[src/rtl/uart_pkg.sv]
// Shared UART definitions: FSM states, divisor width, frame length and the
// power-on baud divisor used by both the transmitter and the receiver.
package uart_pkg;
  typedef enum logic {IDLE, RECV} state_t;

  localparam int DIV_W          = 13;
  localparam int BITS_PER_FRAME = 10;
  localparam logic [DIV_W-1:0] DIV_RST = 13'h01B2;
endpackage

[src/rtl/uart_sync.sv]
// N-flop synchronizer for an asynchronous, idle-high input, with a
// registered falling-edge strobe on the synchronized output.
module uart_sync #(
  parameter int N = 2
) (
  input  logic clk,
  input  logic rst,
  input  logic din,
  output logic dout,
  output logic fall
);
  logic [N-1:0] sync_q, sync_d;
  logic         prev_q, prev_d;

  always_comb begin
    sync_d = {sync_q[N-2:0], din};
    prev_d = sync_q[N-1];
  end

  // Reset to 1 so a line that idles high does not look like a start edge.
  always_ff @(posedge clk) begin
    if (rst) begin
      sync_q <= '1;
      prev_q <= 1'b1;
    end else begin
      sync_q <= sync_d;
      prev_q <= prev_d;
    end
  end

  assign dout = sync_q[N-1];
  assign fall = prev_q & ~sync_q[N-1];
endmodule

[src/rtl/uart_rx_nq.sv]
// 8N1 receiver, LSB first, bit period {DBH,DBL}+1 clocks. Samples mid-bit,
// publishes each byte with a set/reset rdy flag and a framing-error flag.
module uart_rx_nq
  import uart_pkg::*;
#(
  parameter int SYNC_STAGES = 2
) (
  input  logic       clk,
  input  logic       rst,
  input  logic       RX,
  input  logic       clr_rdy,
  input  logic [7:0] DBL,
  input  logic [4:0] DBH,
  output logic [7:0] rx_data,
  output logic       rdy,
  output logic       frm_err
);
  localparam logic [3:0] LAST_BIT = 4'(BITS_PER_FRAME);

  logic             rx_s, rx_fall;
  logic [DIV_W-1:0] divisor;
  state_t           state_q, state_d;
  logic [3:0]       bit_cnt_q, bit_cnt_d;
  logic [DIV_W-1:0] baud_cnt_q, baud_cnt_d;
  logic [8:0]       shift_q, shift_d;
  logic [7:0]       rx_data_q, rx_data_d;
  logic             rdy_q, rdy_d;
  logic             frm_err_q, frm_err_d;

  uart_sync #(.N(SYNC_STAGES)) u_sync (
    .clk  (clk),
    .rst  (rst),
    .din  (RX),
    .dout (rx_s),
    .fall (rx_fall)
  );

  assign divisor = {DBH, DBL};

  always_comb begin
    state_d    = state_q;
    bit_cnt_d  = bit_cnt_q;
    baud_cnt_d = baud_cnt_q;
    shift_d    = shift_q;
    rx_data_d  = rx_data_q;
    rdy_d      = rdy_q;
    frm_err_d  = frm_err_q;
    if (clr_rdy) begin
      rdy_d     = 1'b0;
      frm_err_d = 1'b0;
    end
    case (state_q)
      IDLE: begin
        if (rx_fall) begin
          baud_cnt_d = divisor >> 1;
          bit_cnt_d  = 4'd0;
          state_d    = RECV;
        end
      end
      RECV: begin
        // Completion is checked first so a byte finishing overrides clr_rdy.
        if (bit_cnt_q == LAST_BIT) begin
          state_d   = IDLE;
          rx_data_d = shift_q[7:0];
          rdy_d     = 1'b1;
          frm_err_d = ~shift_q[8];
        end else if (baud_cnt_q == '0) begin
          shift_d    = {rx_s, shift_q[8:1]};
          bit_cnt_d  = bit_cnt_q + 4'd1;
          baud_cnt_d = divisor;
          if (bit_cnt_q == 4'd0 && rx_s) state_d = IDLE;
        end else begin
          baud_cnt_d = baud_cnt_q - 1'b1;
        end
      end
    endcase
  end

  always_ff @(posedge clk) begin
    if (rst) begin
      state_q    <= IDLE;
      bit_cnt_q  <= 4'd0;
      baud_cnt_q <= '0;
      shift_q    <= 9'h1FF;
      rx_data_q  <= 8'h00;
      rdy_q      <= 1'b0;
      frm_err_q  <= 1'b0;
    end else begin
      state_q    <= state_d;
      bit_cnt_q  <= bit_cnt_d;
      baud_cnt_q <= baud_cnt_d;
      shift_q    <= shift_d;
      rx_data_q  <= rx_data_d;
      rdy_q      <= rdy_d;
      frm_err_q  <= frm_err_d;
    end
  end

  assign rx_data = rx_data_q;
  assign rdy     = rdy_q;
  assign frm_err = frm_err_q;
endmodule

[config.mk]
export PLATFORM = sky130hd
export DESIGN_NAME = uart_rx_nq
export DESIGN_NICKNAME = d
export VERILOG_FILES = /design/src/rtl/uart_pkg.sv /design/src/rtl/uart_sync.sv /design/src/rtl/uart_rx_nq.sv
export SDC_FILE = /design/constraint.sdc
export NUM_CORES = 1
export LEC_CHECK = 0
export BUFFER_PORTS_ARGS = -buffer_cell sky130_fd_sc_hd__buf_2
export CAP_MARGIN = 0
export CORE_MARGIN = 2
export CORE_UTILIZATION = 55
export DETAILED_ROUTE_END_ITERATION = 12
export HOLD_SLACK_MARGIN = 0.08
export PLACE_DENSITY_LB_ADDON = 0.12
export SLEW_MARGIN = 25
export SYNTH_ARGS = -nofsm -noshare
export SYNTH_HDL_FRONTEND = slang
export SYNTH_SLANG_ARGS = --single-unit
export TNS_END_PERCENT = 100
[constraint.sdc]
create_clock -name clk -period 1.9 [get_ports clk]
set_input_delay 0.095 -clock clk [delete_from_list [all_inputs] [get_ports clk]]
set_output_delay 0.095 -clock clk [all_outputs]
set_load 0.01 [all_outputs]
* Word level (Yosys, flattened, before mapping)
Cells that the tools add are included.
** Word-level totals
- Bits in registers :: 40
- Bits in read-only memories :: 0
- Input port bits :: 17
- Word-level logic and storage cells :: 46
- Latch bits :: 0
- Memories kept :: 0
- Memory bits (writable) :: 0
- Output and inout bits :: 10
** Cells by class
- $lt $le $gt $ge :: 0
- $add $sub $neg :: 2
- Multipliers :: 0
- Shift operators :: 0
- Bitwise logic cells :: 5
- Reductions and logical operators :: 7
- Eq/ne operators :: 4
- Muxes and demuxes :: 19
- Divide/modulo/power cells :: 0
** Operator list (number)
- 13-bit two-way mux :: 3
- 13-bit case mux with 2 select lines :: 1
- 13-bit logical NOT :: 1
- 13-bit by 1-bit subtractor with 13-bit output, second input constant :: 1
- 4-bit two-way mux :: 3
- 1-bit two-way mux :: 10
- 4-bit case mux with 2 select lines :: 1
- 3-bit AND reduction :: 2
- 4-bit by 1-bit adder with 4-bit output, second input constant :: 1
- 4-bit equality test, second input constant :: 1
- 4-bit logical NOT :: 1
- 2-bit != test, second input constant :: 2
- 1-bit NOT :: 4
- 2-bit AND reduction :: 2
- 2-bit by 1-bit != test with 1-bit output, second input constant :: 1
- 1-bit case mux with 2 select lines :: 1
- 1-bit bitwise AND :: 1
- 1-bit logical AND :: 1

* Depth between registers and ports, before layout
Gate-level depths: netlist of run 1.
- Depth after elaboration :: 6
- Gate-level depth with buffers :: 8
- Gate-level depth less buffers :: 6

* Cells and area by module
A second synthesis of run 1 with hierarchy kept.
** Unflattened totals
- Cells, all modules :: 248
- Area, all modules :: 2143.3 um2
** Modules (own cells, without submodules)
- uart_rx_nq :: area each 2058.2 um2, cells each 241, sequential area each 740.7 um2, times used 1
- uart_sync :: area each 85.1 um2, cells each 7, sequential area each 60.1 um2, times used 1

* Worst setup path before layout of run 1
OpenSTA, ideal clock, no wires.
- Path kind :: register to register
- From :: register baud_cnt_q[0]
- To :: register bit_cnt_q[3]
- Data required time :: 1830 ps
- Library setup time :: 70 ps
- Path slack :: 137 ps
- Period minus slack after synthesis :: 1763 ps
- Cell stages (with the launch flop) :: 7
- Arrival :: 1693 ps
- Path buffers :: 0
- Cell sequence :: dfxtp_1 -> inv_1 -> ha_1 -> nor3b_2 -> nand4_2 -> or4_1 -> a21boi_1
** Between the ends
- Longest elaborated chain between the ends :: 3
** RTL lines
- from (decl) :: RTL line uart_rx_nq.sv:24 : logic [DIV_W-1:0] baud_cnt_q, baud_cnt_d;
- from (signal assigned) :: RTL line uart_rx_nq.sv:91 : baud_cnt_q <= baud_cnt_d;
- 13-bit logical NOT :: RTL line uart_rx_nq.sv:67 : end else if (baud_cnt_q == '0) begin
- 2-bit by 1-bit != test with 1-bit output (no line)
- 3-bit AND reduction (no line)
- to (signal assigned) :: RTL line uart_rx_nq.sv:90 : bit_cnt_q <= bit_cnt_d;
- to (decl) :: RTL line uart_rx_nq.sv:23 : logic [3:0] bit_cnt_q, bit_cnt_d;
No other way between the ends.
A chain may end at the register's enable or synchronous reset.

* Worst setup path in the final report of run 1
- From :: register bit_cnt_q[0]
- To :: register baud_cnt_q[10]
** Between the ends
- Longest elaborated chain between the ends :: 3
** RTL lines
- 4-bit equality test :: RTL line uart_rx_nq.sv:62 : if (bit_cnt_q == LAST_BIT) begin
- 2-bit != test (no line)
- 2-bit AND reduction (no line)
No other way between the ends.

==> results.md, run 1 <==
- Status: completed
- Area growth syn-to-layout: 21.37%
- Final Cycle Share: 0.9527
- Post-synth top area share: 0.3907
- Clk_skew: 0.003907 ns
- Synth Warn #: 0
- CP Cell Sequence: inv_1 -> ha_1 -> nand3b_1 -> nand2_1 -> buf_4 -> or3_1 -> a31oi_1
- Met3 WL: 330 um
- Hold Path Depth: 3
- Register area share after synthesis: 0.3907
- Crit path from: bit_cnt_q[0]
- Cells after Synth: 249
- Buf+Inv Stages, Crit Path: 2
- Max FO, Critical Path: 7
- Top Metal Used: met4
- First-pass GRT wire length: 8390 um
- Post-synth net total: 271
- Combinational Power Share: 0.299
- Crit path kind: register to register
- Top post-synthesis cells by area: dfxtp_1, nand2_1, nand3_1
- Port bufs: 26
- Die area: 0.004231 sq mm
- FF-to-FF path depth: 7
- Worst hold start: DBL[1]
- Hold endpoint: baud_cnt_q[1]
- Met2 wire len: 2160 um
- Minimum clock period: 1.810 ns
- DRT Wirelength: 5119 um
- Final setup vio count: 0
- Vias in the first global route: 1,778
- Adder-Cell Fraction of Synth Area: 0.03053
- Initial antenna violation count: 0
- Vias per cell: 5.835
- RD Place Congestion: 0.7991
- CTS tree: done
- M1 wire length: 2570 um
- Starting DRT DRC Count: 125
- WL/cell: 15.10 um
- Yosys top cell by area: dfxtp_1
- Worst Tran Pin Value: 0.4753 ns
- Clock buffer depth: 2
- #FFs+latches synth: 40
- Num CTS Buffers: 5
- Leak pwr: 0.0009699 uW
- Clk root buf: clkbuf_8
- Reg-to-reg startpoint: bit_cnt_q[0]
- FILL cells: 320
- Synth Area in Compound Gates: 0.2100
- # rows: 22
- GRT Util Overall: 0.2582
- Critical path's slowest cell: dfxtp_1
- Area share of xor/xnor cells in the synthesized design: 0.02564
- Commonest non-fill, non-tap cell in the layout: dfxtp_1
- Crit path capture type: register
- Max_cap viols: 0
- DRC viols: 0
- Most frequent cells in the layout: dfxtp_1, nand2_1, buf_2, nand3_1, buf_4
- Power density over cell area: 929.6 mW/mm^2
- Distinct cells, synth: 49
- Die X: 65.05 um
- Largest family of logic cells by synthesized area: simple AND/OR/NAND/NOR gates
- Fmax achieved: 0.5524 GHz
- Primary FF master, synth: dfxtp_1
- Core footprint: 0.003633 sq mm
- Clock-pin slew on the worst setup and hold paths: 0.08 ns
- R2R setup slack: 0.09 ns
- R2R Path End: baud_cnt_q[10]
- Total power: 2312 uW
- Cell Count Post-Placement: 327
- Via Count: 1,978
- Fraction of layout instances using a drive strength above 1: 0.2268
- CTS Sinks: 40
- CP delay by family, top: simple AND/OR/NAND/NOR gates
- Slew Limit Headroom: 0.6802
- Layout net count: 312
- I/O pin count: 27
- Largest net degree at the start of global routing: 27
- Post-synth EDFFs: 0
- Syn avg cell area: 8.231 sq um
- Worst Path Required: 2.12 ns
- Net Switching: 722.3 uW
- Diode count: 0
- Final Non-Filler Cells: 339
- Die height: 65.05 um
- Hold Crit Class: input pin to register
- Crit start category: register
- Cell Area, Synth: 0.002049 sq mm
- Maximum vdd drop: 0.7024 mV
- Later-pin clock latency in the skew report: 0.30 ns
- Dpl hpwl: 3510 um
- Flop pwr share: 0.403
- GRT overflow: 0
- Clock Power Share: 0.297
- Initial Util: 0.5640
- Crit path DAT: 2.03 ns
- Pre-antenna DRT Iters: 4
- Htree depth: 2
- Post-synthesis simple-gate area fraction: 0.2656
- CP max stage delay: 0.38 ns
- Internal power: 1590 uW
- Sw frac: 0.3124
- Unrepaired setup endpoints after global routing: true
- Mux cell area share after synthesis: 0.02991
- Detail Route Antenna Nets: 0
- Final hold vios: 0
- Slew Limit Fails: 0
- Async SR Flop Fraction: 0
## Yosys cell counts (3+ instances only)
cell,count
o21ai_0,16
inv_1,9
clkbuf_1,13
mux2i_1,5
o31ai_1,4
buf_2,3
ha_1,5
or4_1,4
xor2_1,3
a31oi_1,3
a211oi_1,4
o211ai_1,5
a221oi_1,4
or3_1,3
or2_2,3
nor3_1,4
dfxtp_1,40
nand2_1,31
a21oi_1,19
xnor2_1,3
nor2_1,11
nand2b_1,3
nand3_1,23
## metrics by stage
stage | setup slack [ns] | TNS (ns) | util | hold WS (ns) | instance area (sq um)
floorplan | 0.1369 | 0 | - | 0.1988 | 2049
finish | 0.08978 | 0 | 0.6846 | 0.08920 | 2487
detailed placement | 0.1003 | 0 | 0.6436 | 0.2804 | 2338
global route | -0.02016 | -0.03631 | 0.6846 | 0.1060 | 2487
global placement | 0.1483 | 0 | 0.6436 | 0.2799 | 2338
CTS | 0.07225 | 0 | 0.6787 | 0.09290 | 2466
## area by class of cell
cell class	count	area, sq um	area share
Inverter	9	33.78	0.01358
Tap cell	48	60.06	0.02414
Multi-Input combinational cell	184	1157	0.4653
Clock buffer	6	72.57	0.02917
Sequential cell	40	800.8	0.3219
Timing Repair Buffer	50	327.8	0.1318
Clock inverter	2	35.03	0.01408
## tightest hold or removal path, cell delays in order
cell      delay [ns]
buf_2           0.10
nand2_1         0.06
a311oi_1        0.08
## state kept, by name (all words and copies together), names as in the netlist
signal	flops
u_sync.prev_q	1
u_sync.sync_q	2
rx_data	8
bit_cnt_q	4
shift_q	9
frm_err	1
rdy	1
baud_cnt_q	13
state_q	1
## cells by family after synthesis
family                     count (synthesis)
AOI/OAI and AO/OA                         67
xor gates and xnor gates                   6
adders and majority gates                  5
buffers and inverters                     25
DFF                                       40
muxes                                      6
and+or+nand+nor                          100
## worst max path at each step
stage | to | depth (start not counted)
2_1_floorplan | bit_cnt_q[3] | 6
3_3_place_gp | baud_cnt_q[10] | 7
3_5_place_dp | baud_cnt_q[3] | 5
4_1_cts | baud_cnt_q[12] | 4
5_1_grt | baud_cnt_q[10] | 7
6_report | baud_cnt_q[10] | 7
## power by group through the flow
stage	logic (uW)	clock network (uW)	registers, uW
finish	692	688	933
global route	754	741	938
CTS	665	694	930
detailed placement	659	0	949
global placement	652	0	949
floorplan	443	0	936
## timing repair
action,in CTS,in global routing
gates resized for setup,0,1
hold buffers,2,0
setup buffers,0,2
setup endpoints to repair,0,11
hold endpoints to repair,2,0
## metal layers
metal	global-route usage	vias up
li1	-	989
met1	0.3742	931
met2	0.3879	52
met3	0.04167	6
met4	0.09115	0
met5	0	-
Power figures use the tool's default switching activity.
==> run 2, diff against run 1 <==
- ABC_AREA: unset -> 1
- CTS_BUF_LIST: unset -> sky130_fd_sc_hd__clkbuf_4 sky130_fd_sc_hd__clkbuf_8
==> run 2 against run 1 <==
Effect of this change: total power up 1.8%; critical endpoint is now bit_cnt_q[2]; register-to-register slack gained 0.14 ns; maximum frequency grew 8.6%; highest routed layer unchanged; routed wire length decreased by 2.1%; clock skew is 0.0012 ns higher.
==> results.md, run 2 <==
- Status: completed
- Fraction of layout instances using a drive strength above 1: 0.2336
- Post CTS Setup Buffer Count: 0
- Post-synth net total: 343
- DRC viols: 0
- Initial antenna violation count: 0
- CTS tree: done
- Most flop-heavy register: baud_cnt_q
- Vias in the first global route: 1,913
- RD Place Congestion: 0.9018
- Via Count: 2,151
- Area growth syn-to-layout: 11.96%
- CTS Sinks: 40
- Clock-pin slew on the worst setup and hold paths: 0.09 ns
- Async SR Flop Fraction: 0
- GRT Util Overall: 0.2243
- Hold Path Depth: 3
- DRT Wirelength: 5014 um
- Largest net degree at the start of global routing: 22
- Slew Limit Headroom: 0.7777
- Syn avg cell area: 7.332 sq um
- FILL cells: 386
- Vias per cell: 5.364
- Distinct cells, synth: 35
- Die area: 0.004818 sq mm
- Leak pwr: 0.001207 uW
- Layout net count: 372
- Later-pin clock latency in the skew report: 0.29 ns
- Top post-synthesis cells by area: dfxtp_1, nand2_1, nand3_1
- Register area share after synthesis: 0.3402
- Detail Route Antenna Nets: 0
- Yosys top cell by area: dfxtp_1
- Worst Tran Pin Value: 0.3327 ns
- Crit path DAT: 1.86 ns
- Top cells by count, synth: nand2_1, nand3_1, dfxtp_1
- Clk_skew: 0.005136 ns
- I/O pin count: 27
- Num CTS Buffers: 5
- Slew Limit Fails: 0
- Maximum vdd drop: 0.4069 mV
- Port bufs: 26
- Primary FF master, synth: dfxtp_1
- Die X: 69.42 um
- Crit start category: register
- WL/cell: 12.50 um
- Clk root buf: clkbuf_8
- GRT overflow: 0
- Final setup vio count: 0
- #FFs+latches synth: 40
- FF-to-FF path depth: 11
- Commonest non-fill, non-tap cell in the layout: nand2_1
- Post-synth EDFFs: 0
- Pre-antenna DRT Iters: 4
- Power density over cell area: 893.2 mW/mm^2
- Cells after Synth: 321
- Diode count: 0
- Max reg flops: 13
- Hold Crit Class: input pin to register
- Post-synth top area share: 0.3402
- Starting DRT DRC Count: 172
- Worst Path Required: 2.09 ns
- Die height: 69.42 um
- Core footprint: 0.004058 sq mm
- Fin Setup TNS: 0 ns
- Hold_ws: 0.09271 ns
- Cell Area, Synth: 0.002354 sq mm
- Fmax achieved: 0.5998 GHz
- Crit path capture type: register
- Most frequent cells in the layout: nand2_1, nand3_1, dfxtp_1, inv_1, buf_2
- Htree depth: 2
- Initial Util: 0.5800
- Final hold vios: 0
- First-pass GRT wire length: 8825 um
- Minimum clock period: 1.667 ns
- Final Cycle Share: 0.8775
- Max FO, Critical Path: 13
- Crit path kind: register to register
- # rows: 23
- Most frequent cell after synthesis: nand2_1
- Dpl hpwl: 3597 um
- Unrepaired setup endpoints after global routing: false
- Clock buffer depth: 2
- Synth Warn #: 0
- Max_cap viols: 0
-- run 2: per-layer routing --
metal	wire, um	GRT usage	vias up
met4	46	0.06318	0
met1	2470	0.3297	965
li1	-	-	1108
met3	331	0.05814	7
met2	2164	0.3226	71
met5	0	0	-
-- run 2: area by class of cell --
cell class	count	area, sq um	area share
multi-input cells	234	1320	0.5010
flip-flops and latches	40	800.8	0.3039
repair buffers	32	182.7	0.06933
inverters	37	153.9	0.05840
clock buffers	5	68.82	0.02612
well taps	50	62.56	0.02374
clock inverters	3	46.29	0.01757
-- run 2: worst paths after layout --
| kind | start | to | slack (ns) |
|---|---|---|---|
| worst max-delay path | baud_cnt_q[0] | bit_cnt_q[2] | 0.23 |
| worst min-delay path | DBL[5] | baud_cnt_q[4] | 0.09 |
| worst max register to register | baud_cnt_q[0] | bit_cnt_q[2] | 0.23 |
| worst min register to register | u_sync.sync_q[0] | u_sync.sync_q[1] | 0.42 |
-- run 2: worst max-delay path: stages, from the launching register on --
cell	delay, ns
dfxtp_1	0.33
inv_1	0.13
ha_1	0.18
inv_1	0.04
nor2_1	0.08
nand2_1	0.10
inv_2	0.19
nand3_4	0.20
nand2_4	0.14
nand3_1	0.07
nand2_1	0.07
nor2_1	0.03
-- run 2: cell families (layout without fill, tap and decap cells) --
kind of cell	count (synthesis)	after routing	synth area share
flip-flops	40	40	0.3402
AO/OA/AOI/OAI	59	59	0.1584
buffers and inverters	47	77	0.09888
XOR/XNOR	2	2	0.007444
adder cells (fa/ha/maj)	5	5	0.02658
AND/OR/NAND/NOR	168	168	0.3684
-- run 2: report_power, final --
part           internal [uW]  switching, uW  leakage (uW)
Sequential               879           46.6      0.000325
Clock                    396            330     0.0000548
Combinational            238            464      0.000826
Total                   1510            840       0.00121
-- run 2: repair_timing --
action | CTS | global route
endpoints found under the hold margin | 4 | 0
hold buffers | 3 | 0
resized for setup | 0 | 0
endpoints found under the setup margin | 0 | 0
-- run 2: metrics by stage --
step,utilization,area [sq um],total power (uW),instances,setup slack (ns)
after global placement,0.6136,2490,1631,390,0.3037
after global routing,0.6494,2635,2506,401,0.04585
after floorplan,-,2354,1507,321,0.3739
after CTS,0.6494,2635,2371,401,0.2242
final,0.6494,2635,2354,401,0.2328
after detailed placement,0.6136,2490,1642,390,0.2527
==> run 3, diff against run 2 <==
- ABC_AREA: 1 -> unset
- CORE_MARGIN: 2 -> 5
==> run 3 against run 2 <==
Effect of this change: count of clock-buffer cells in the layout stayed put; final cell count down 15%; hold slack gained 0.0093 ns; cell area is 4.9% lower; maximum frequency is 4.4% lower; clock power fell by 0.7%; utilization up 4.0 points; critical endpoint is now baud_cnt_q[3]; largest power group unchanged.
==> results.md, run 3 (synthesis gave the netlist of run 1 again) <==
- Combinational Power Share: 0.298
- Flop pwr share: 0.396
- Crit path DAT: 1.95 ns
- CP Cell Sequence: inv_1 -> ha_1 -> nor3b_4 -> nand4_2 -> buf_4 -> mux2i_1 -> a221oi_1
- Hold endpoint: baud_cnt_q[1]
- Slew Limit Headroom: 0.6496
- Final hold vios: 0
- Maximum vdd drop: 0.5579 mV
- Unrepaired setup endpoints after global routing: true
- Dpl hpwl: 3648 um
- Clock buffer depth: 2
- Fin util: 0.6897
- Commonest non-fill, non-tap cell in the layout: dfxtp_1
- FF-to-FF path depth: 7
- CTS Sinks: 40
- Buf+Inv Stages, Crit Path: 2
- CTS tree: done
- Clock-pin slew on the worst setup and hold paths: 0.08 ns
- Leak pwr: 0.0009756 uW
- Worst hold start: DBL[1]
- DRT Wirelength: 5206 um
- Port bufs: 26
- Core footprint: 0.003633 sq mm
- Slew Limit Fails: 0
- Clock Power Share: 0.307
- Hold_ws: 0.1020 ns
- Clk_skew: 0.005461 ns
- Most flop-heavy register: baud_cnt_q
- Layout net count: 313
- Starting DRT DRC Count: 148
- Internal power: 1599 uW
- GRT overflow: 0
- Die area: 0.005047 sq mm
- Initial Util: 0.5640
- WL/cell: 15.31 um
- I/O pin count: 27
- Footprint of the multi-input gates: 0.001160 sq mm
- Critical path's slowest cell: dfxtp_1
- Area growth syn-to-layout: 22.28%
- Max reg flops: 13
- First-pass GRT wire length: 9080 um
- Later-pin clock latency in the skew report: 0.30 ns
- RD Place Congestion: 0.8954
- Crit path capture type: register
- R2R Path End: baud_cnt_q[3]
- Most frequent cells in the layout: dfxtp_1, nand2_1, buf_2, nand3_1, buf_4
- Clk root buf: clkbuf_8
- Via Count: 2,009
- Vias per cell: 5.909
- FILL cells: 322
- Vias in the first global route: 1,902
- Fmax achieved: 0.5735 GHz
- Crit start category: register
- Fraction of layout instances using a drive strength above 1: 0.2397
- Minimum clock period: 1.744 ns
- Max_cap viols: 0
- Max FO, Critical Path: 9
- Num CTS Buffers: 5
- # rows: 22
- Largest net degree at the start of global routing: 27
- Diode count: 0
- Status: completed
- CP max stage delay: 0.32 ns
- Net Switching: 753.6 uW
- Hold Crit Class: input pin to register
- Detail Route Antenna Nets: 0
- Die height: 71.05 um
- Sw frac: 0.3203
- Final Cycle Share: 0.9178
- Initial antenna violation count: 0
- Critical path depth: 7
- Worst Tran Pin Value: 0.5208 ns
- Die X: 71.05 um
- Sequential cell area: 802.0 sq um
- DRC viols: 0
- Reg-to-reg startpoint: baud_cnt_q[0]
- Crit path kind: register to register
- Worst Path Required: 2.11 ns
- Power density over cell area: 938.9 mW/mm^2
- Htree depth: 2
- Hold Path Depth: 3
- R2R setup slack: 0.16 ns
- Final setup vio count: 0
- CP delay by family, top: simple AND/OR/NAND/NOR gates
- GRT Util Overall: 0.2225
- Pre-antenna DRT Iters: 5
## run 3: cell types whose count changed in the layout (fill, tap and decap cells not counted), moves of 5 or more
cell	change
mux2i_1	+5
nor2_2	-6
o21ai_0	+8
nand3_1	-24
inv_1	-24
a21oi_1	-5
nor2_1	-5
a21oi_2	-16
buf_4	+19
o21ai_1	-8
nand2_1	-44
## run 3: worst max-delay path by stage
stage / startpoint / endpoint / slack (ns)
floorplan: baud_cnt_q[0] / bit_cnt_q[3] / 0.14
global route: baud_cnt_q[4] / baud_cnt_q[12] / -0.003
detailed placement: bit_cnt_q[0] / baud_cnt_q[12] / 0.09
global placement: bit_cnt_q[0] / baud_cnt_q[12] / 0.12
finish: baud_cnt_q[0] / baud_cnt_q[3] / 0.16
CTS: bit_cnt_q[0] / baud_cnt_q[12] / 0.05
## run 3: metrics by stage
stage                TNS [ns]  instance area, sq um  power [uW]  std cells  setup WS, ns
finish                      0                  2506        2353        340        0.1563
global route        -0.002526                  2506        2480        340     -0.002526
CTS                         0                  2489        2349        339       0.05439
detailed placement          0                  2354        1628        329       0.09138
global placement            0                  2354        1626        329        0.1185
floorplan                   0                  2049        1379        249        0.1369
## run 3: timing repair
item	4_1_cts	5_1_grt
hold endpoints to repair	2	0
endpoints found under the setup margin	0	9
gates resized for setup	0	3
hold buffers	2	0
buffers inserted	0	1
## run 3: final cells by class
cell class,instances,share of cell area
sequential,40,0.3200
inverter,9,0.01348
tap,48,0.02396
clock inverter,3,0.01847
clock buffer,5,0.02746
multi-input combinational,184,0.4628
timing repair buffer,51,0.1338
## run 3: worst reg2reg max path, delay by kind of cell (launching register included)
kind                       cells  cell delay [ns]
muxes                          1             0.12
and+or+nand+nor                2             0.41
buffers and inverters          2             0.33
DFF                            1             0.32
AOI/OAI and AO/OA              1             0.28
adders and majority gates      1             0.20
## run 3: metal layers
layer / GRT usage / up-vias / wire length, um
met5: 0 / - / 0
met4: 0.08977 / 0 / 158
met3: 0.05966 / 19 / 342
met2: 0.3079 / 71 / 2191
met1: 0.3244 / 922 / 2514
li1: - / 997 / -
## run 3: power by group through the flow
stage	combinational (uW)	clock, uW	sequential (uW)
after floorplan	443	0	936
after global placement	679	0	947
after detailed placement	680	0	948
after CTS	689	732	929
after global routing	770	772	938
final	701	721	931
